**src/rtl/sdft_pkg.sv**
```systemverilog
// sdft_pkg: shared state encoding, Q-format helpers and saturation
// for the sequential sliding DFT. Twiddles are generated at elaboration.
package sdft_pkg;

  typedef enum logic [2:0] {
    S_CLEAR,
    S_IDLE,
    S_DELTA,
    S_UPDATE,
    S_DONE
  } state_t;

  localparam longint PI_Q28 = 64'sd843314857;

  function automatic int tw_frac(input int tw_w);
    return tw_w - 2;
  endfunction

  function automatic logic signed [63:0] saturate(
    input logic signed [63:0] v,
    input int                 w
  );
    logic signed [63:0] hi;
    logic signed [63:0] lo;
    hi = (64'sd1 <<< (w - 1)) - 64'sd1;
    lo = -hi - 64'sd1;
    if (v > hi) return hi;
    if (v < lo) return lo;
    return v;
  endfunction

  // Taylor series in Q28 on an angle folded into [-pi, pi]
  function automatic longint tw_q28(
    input int k,
    input int n,
    input bit want_sin
  );
    longint x;
    longint x2;
    longint term;
    longint acc;
    longint d;
    int     kk;
    kk   = (2 * k > n) ? k - n : k;
    x    = (longint'(2) * PI_Q28 * longint'(kk)) / longint'(n);
    x2   = (x * x) >>> 28;
    term = want_sin ? x : (64'sd1 <<< 28);
    acc  = term;
    for (int i = 1; i < 16; i++) begin
      d = want_sin ? longint'((2 * i) * (2 * i + 1))
                   : longint'((2 * i - 1) * (2 * i));
      term = -((term * x2) >>> 28) / d;
      acc  = acc + term;
    end
    return acc;
  endfunction

  function automatic logic signed [31:0] twiddle(
    input int k,
    input int n,
    input int frac,
    input bit want_sin
  );
    longint v;
    v = tw_q28(k, n, want_sin);
    v = (v + (64'sd1 <<< (27 - frac))) >>> (28 - frac);
    return 32'(v);
  endfunction

endpackage

```
**src/rtl/sdft_cmac.sv**
```systemverilog
// sdft_cmac: combinational complex rotate of one bin by its twiddle,
// arithmetic shift back to the accumulator scale, saturate, clip flag.
module sdft_cmac
  import sdft_pkg::*;
#(
  parameter int ACC_W = 18,
  parameter int TW_W  = 16
) (
  input  logic signed [ACC_W:0]   a_re,
  input  logic signed [ACC_W-1:0] a_im,
  input  logic signed [TW_W-1:0]  tw_cos,
  input  logic signed [TW_W-1:0]  tw_sin,
  output logic signed [ACC_W-1:0] y_re,
  output logic signed [ACC_W-1:0] y_im,
  output logic                    clip
);

  localparam int PW   = ACC_W + TW_W + 2;
  localparam int FRAC = tw_frac(TW_W);

  logic signed [PW-1:0] p_ac, p_bs, p_as, p_bc;
  logic signed [PW-1:0] s_re, s_im;
  logic signed [63:0]   w_re, w_im, q_re, q_im;

  always_comb begin
    p_ac = PW'(a_re) * PW'(tw_cos);
    p_bs = PW'(a_im) * PW'(tw_sin);
    p_as = PW'(a_re) * PW'(tw_sin);
    p_bc = PW'(a_im) * PW'(tw_cos);
    s_re = (p_ac - p_bs) >>> FRAC;
    s_im = (p_as + p_bc) >>> FRAC;
    w_re = 64'(s_re);
    w_im = 64'(s_im);
    q_re = saturate(w_re, ACC_W);
    q_im = saturate(w_im, ACC_W);
    y_re = q_re[ACC_W-1:0];
    y_im = q_im[ACC_W-1:0];
    clip = (q_re != w_re) || (q_im != w_im);
  end

endmodule

```
**src/rtl/sdft_seq.sv**
```systemverilog
// sdft_seq: time-multiplexed sliding DFT, one bin per cycle through a
// shared complex multiplier, with a registered bin read port.
module sdft_seq
  import sdft_pkg::*;
#(
  parameter int DATA_W = 16,
  parameter int ACC_W  = 18,
  parameter int TW_W   = 16,
  parameter int BINS   = 16
) (
  input  logic                     clk,
  input  logic                     reset_n,
  input  logic                     clear,
  input  logic                     in_valid,
  output logic                     in_ready,
  input  logic [DATA_W-1:0]        in_sample,
  input  logic [$clog2(BINS)-1:0]  rd_addr,
  output logic [ACC_W-1:0]         rd_real,
  output logic [ACC_W-1:0]         rd_imag,
  output logic                     frame_done,
  output logic                     sat
);

  localparam int            AW   = $clog2(BINS);
  localparam logic [AW-1:0] LAST = AW'(BINS - 1);

  state_t state, state_n;

  logic [AW-1:0]            cnt, ptr;
  logic signed [DATA_W-1:0] sample_q;
  logic signed [DATA_W:0]   delta;
  logic                     sticky, last, clip, rd_ok;
  logic signed [ACC_W:0]    a_re;
  logic signed [ACC_W-1:0]  y_re, y_im;

  logic signed [DATA_W-1:0] hist   [BINS];
  logic signed [ACC_W-1:0]  bin_re [BINS];
  logic signed [ACC_W-1:0]  bin_im [BINS];
  logic signed [TW_W-1:0]   cos_rom [BINS];
  logic signed [TW_W-1:0]   sin_rom [BINS];

  for (genvar g = 0; g < BINS; g++) begin : g_rom
    localparam logic signed [31:0] C =
      twiddle(g, BINS, tw_frac(TW_W), 1'b0);
    localparam logic signed [31:0] S =
      twiddle(g, BINS, tw_frac(TW_W), 1'b1);
    assign cos_rom[g] = TW_W'(C);
    assign sin_rom[g] = TW_W'(S);
  end

  assign last       = (cnt == LAST);
  assign in_ready   = (state == S_IDLE);
  assign frame_done = (state == S_DONE);
  assign sat        = frame_done && sticky;
  assign rd_ok      = {1'b0, rd_addr} < (AW + 1)'(BINS);
  assign a_re       = (ACC_W + 1)'(bin_re[cnt]) + (ACC_W + 1)'(delta);

  sdft_cmac #(
    .ACC_W (ACC_W),
    .TW_W  (TW_W)
  ) u_cmac (
    .a_re   (a_re),
    .a_im   (bin_im[cnt]),
    .tw_cos (cos_rom[cnt]),
    .tw_sin (sin_rom[cnt]),
    .y_re   (y_re),
    .y_im   (y_im),
    .clip   (clip)
  );

  always_ff @(posedge clk or negedge reset_n) begin
    if (!reset_n) state <= S_CLEAR;
    else          state <= state_n;
  end

  always_comb begin
    state_n = state;
    unique case (state)
      S_CLEAR:  if (last) state_n = S_IDLE;
      S_IDLE:   if (in_valid) state_n = S_DELTA;
      S_DELTA:  state_n = S_UPDATE;
      S_UPDATE: if (last) state_n = S_DONE;
      S_DONE:   state_n = S_IDLE;
      default:  state_n = S_CLEAR;
    endcase
    if (clear) state_n = S_CLEAR;
  end

  always_ff @(posedge clk or negedge reset_n) begin
    if (!reset_n) begin
      cnt      <= '0;
      ptr      <= '0;
      sample_q <= '0;
      delta    <= '0;
      sticky   <= 1'b0;
    end else if (clear) begin
      cnt    <= '0;
      sticky <= 1'b0;
    end else begin
      unique case (state)
        S_CLEAR: begin
          cnt <= last ? '0 : cnt + 1'b1;
          if (last) ptr <= '0;
        end
        S_IDLE: if (in_valid) sample_q <= in_sample;
        S_DELTA: begin
          delta <= (DATA_W + 1)'(sample_q) - (DATA_W + 1)'(hist[ptr]);
          ptr   <= (ptr == LAST) ? '0 : ptr + 1'b1;
          cnt   <= '0;
        end
        S_UPDATE: begin
          cnt <= last ? '0 : cnt + 1'b1;
          if (clip) sticky <= 1'b1;
        end
        S_DONE:  sticky <= 1'b0;
        default: ;
      endcase
    end
  end

  // storage arrays carry no reset; CLEAR zeroes them
  always_ff @(posedge clk) begin
    if (!clear) begin
      if (state == S_CLEAR) begin
        hist[cnt]   <= '0;
        bin_re[cnt] <= '0;
        bin_im[cnt] <= '0;
      end
      if (state == S_DELTA) hist[ptr] <= sample_q;
      if (state == S_UPDATE) begin
        bin_re[cnt] <= y_re;
        bin_im[cnt] <= y_im;
      end
    end
  end

  always_ff @(posedge clk or negedge reset_n) begin
    if (!reset_n) begin
      rd_real <= '0;
      rd_imag <= '0;
    end else begin
      rd_real <= rd_ok ? bin_re[rd_addr] : '0;
      rd_imag <= rd_ok ? bin_im[rd_addr] : '0;
    end
  end

endmodule

```
**config.mk**
```make
export PLATFORM = sky130hd
export DESIGN_NAME = sdft_seq
export DESIGN_NICKNAME = d
export VERILOG_FILES = /design/src/rtl/sdft_pkg.sv /design/src/rtl/sdft_cmac.sv /design/src/rtl/sdft_seq.sv
export SDC_FILE = /design/constraint.sdc
export NUM_CORES = 2
export LEC_CHECK = 0
export CORE_MARGIN = 2
export CORE_UTILIZATION = 42
export CTS_BUF_LIST = sky130_fd_sc_hd__clkbuf_8
export DETAILED_ROUTE_END_ITERATION = 16
export MAX_ROUTING_LAYER = met4
export PLACE_DENSITY = 0.57
export SYNTH_ARGS = -nofsm -noshare
export SYNTH_HDL_FRONTEND = slang
export SYNTH_HIERARCHICAL = 1
export SYNTH_SLANG_ARGS = --single-unit
```
**constraint.sdc**
```tcl
create_clock -name clk -period 13 [get_ports clk]
set_input_delay 1.95 -clock clk [delete_from_list [all_inputs] [get_ports clk]]
set_output_delay 1.95 -clock clk [all_outputs]
set_load 0.03 [all_outputs]
```
==> metrics <==
status=complete, no violations; DR vias=roughly 54000; most frequent cell after synthesis=inv_1; CP delay by family, top=adder cells; post-route minimum period=about 13000 ps; Max Cap Violations=0; number of I/O pins=between 60 and 70; drt via density=between 5 and 6; ys flop type=edfxtp_1; setup violators final=0; met2 wire len=about 120 mm; # port buffers=62; FF+latch count, synth=913; gr usage total=24.3%; Worst Path Arrival=13190 ps; EDFF count, synth=between 800 and 900; share of post-route cells with drive strength above 1=12.5%; Hold Buf Count CTS=0; Clock Latency Late Sink=about 880 ps; synthesized cell area=~87000 µm²; critical path required time=around 14000 ps; Hold WC Path Type=register to register; footprint of the multi-input gates=between 50000 and 60000 µm²; highest metal used=met4; Bufs on Longest Clock Path=3; GPL Wtd Cong=~0.93; clk sinks=slightly above 900; FILL cells=~19000; Setup crit end kind=register; Routed met3 length=roughly 17 mm; Initial DRT Pass Iterations=6; syn nets=about 8800; Area Overhead vs Synth=8.75%; syn avg cell area=around 12 µm²; total core area=just over 200000 µm²; drt wl/cell=~24 µm; Rel. slew slack=roughly 2.3%; CTS tree=yes; CP most frequent cell=fa_1; fmax=roughly 79 MHz; top post-synthesis cells by area=fa_1, edfxtp_1, mux4_2, inv_1, ha_1; fin. max-slew vios=0; period utilization=between 90 and 100%; CP Max Fanout=32; critical path's slowest cell=fa_1; clk_skew=between 70 and 80 ps; Crit path largest cell delay=570 ps; final core occ=a little under half; Worst setup SP type=register; Worst Tran Pin Value=1460 ps; Yosys cell types=86; Synth top area share=between 30% and 40%; H-tree levels=4; clock root cell=clkbuf_8; drt total wl=241 mm; Worst-path clk slew=around 70 ps; CTS Buf Count=between 100 and 150; aggregate negative setup slack=0 ps; drt first-iter violations=4370; pin count of the biggest net entering global routing=~80; share of flip-flops with an asynchronous set or reset=~8.9%; register area share after synthesis=a little under a third; top cells by count, synth=inv_1, fa_1, edfxtp_1; nets@finish=roughly 8800; Routed Antenna Nets=0; Post-Syn Instances=a little over 7000; DRC errors left=0; Die W=459 µm; HPWL Detailed=about 170 mm; Final Hold Viols=0; cell taking the most area after synthesis=fa_1; gr ovfl total=0; Register Area=between 20000 and 30000 µm²; die height=roughly 460 µm; die area=211000 µm²; initial core utilization=a little over two fifths; number of antenna violations at the first check in global routing=13; Syn. warnings=6; WL met1=101 mm; Crit Path Class=register to register; first-pass GRT wire length=between 300 and 400 mm; FP Rows=approximately 170; vias in the first global route=59000; Buf+Inv Stages, Crit Path=10
through the flow:
step / hold WS, ps / instances / setup WS, ps / cell area (µm²)
3_3_place_gp: 521 / 9672 / -77.4 / 91700
5_1_grt: 568 / 9935 / -4.10 / 94700
4_1_cts: 540 / 9922 / 39.9 / 94500
6_report: 527 / 9941 / 377 / 94700
3_5_place_dp: 524 / 9673 / -126 / 91800
2_1_floorplan: 455 / 7093 / 1300 / 87100
area by class of cell:
type | instances | area share (%)
Antenna cell | 11 | 0.0291
Clock buffer | 144 | 2.09
Clock inverter | 105 | 0.735
Inverter | 1479 | 5.87
Multi-Input combinational cell | 4312 | 56.3
Sequential cell | 913 | 28.5
Tap cell | 2704 | 3.57
Timing Repair Buffer | 273 | 2.82
tightest hold or removal path: cells and delay by family, from the launching register on:
kind | cells | cell delay (ps)
flip-flops | 1 | 370
AO/OA/AOI/OAI | 1 | 70
AND/OR/NAND/NOR | 1 | 50
cell families (layout without fill, tap and decap cells):
family	after synthesis	count (layout)	share of synthesized area, %
muxes	479	479	11.2
other	0	11	0
adders and majority gates	1698	1698	35.9
xor gates and xnor gates	103	103	1.04
buffers and inverters	1868	2001	8.31
and+or+nand+nor	1617	1617	9.31
AOI/OAI and AO/OA	415	415	3.20
DFF	913	913	31.0
layout by cell type, fill, tap and decap left out, drive strengths merged, types with 35 or more instances in the layout:
| cell | count |
|---|---|
| inv | 1531 |
| fa | 1337 |
| edfxtp | 832 |
| and2 | 642 |
| nand2 | 624 |
| mux4 | 392 |
| ha | 361 |
| buf | 216 |
| nor2 | 178 |
| clkbuf | 144 |
| o21ai | 112 |
| a21oi | 89 |
| dfrtp | 81 |
| xnor2 | 73 |
| mux2i | 67 |
| clkdlybuf4s50 | 57 |
| a221oi | 49 |
| clkinv | 44 |
| nor3 | 35 |
per-layer routing:
metal | GRT usage, % | vias to the layer above
met5 | - | -
met2 | 39.0 | 1750
met1 | 32.9 | 28900
li1 | - | 22900
met4 | 5.70 | 0
met3 | 3.40 | 297
path summary, 6_finish.rpt:
| path | startpoint | end | slack (ps) | depth (start not counted) |
|---|---|---|---|---|
| min in group asynchronous | reset_n | rd_imag[7] | 1030 | 1 |
| hold reg to reg | delta[7] | delta[7] | 530 | 2 |
| setup reg to reg | cnt[0] | bin_im[1][3] | 380 | 40 |
| hold / removal | delta[7] | delta[7] | 530 | 2 |
| max in group asynchronous | reset_n | ptr[0] | 10560 | 2 |
| setup / recovery | cnt[0] | bin_im[1][3] | 380 | 40 |
flip-flops by register name, summed over array words and instances (netlist names):
name	count
sample_q	16
bin_re	288
hist	256
delta	17
cnt	4
rd_real	18
rd_imag	18
sticky	1
bin_im	288
ptr	4
state	3
repair_timing:
action | in CTS | in global routing
setup buffers | 0 | 8
endpoints found under the setup margin | 225 | 545
gates cloned | 0 | 0
resized for setup | 5 | 11
Power is left out: the tool's default activity adds up to more than one toggle a clock period on the data nets, which glitch-free logic cannot reach.
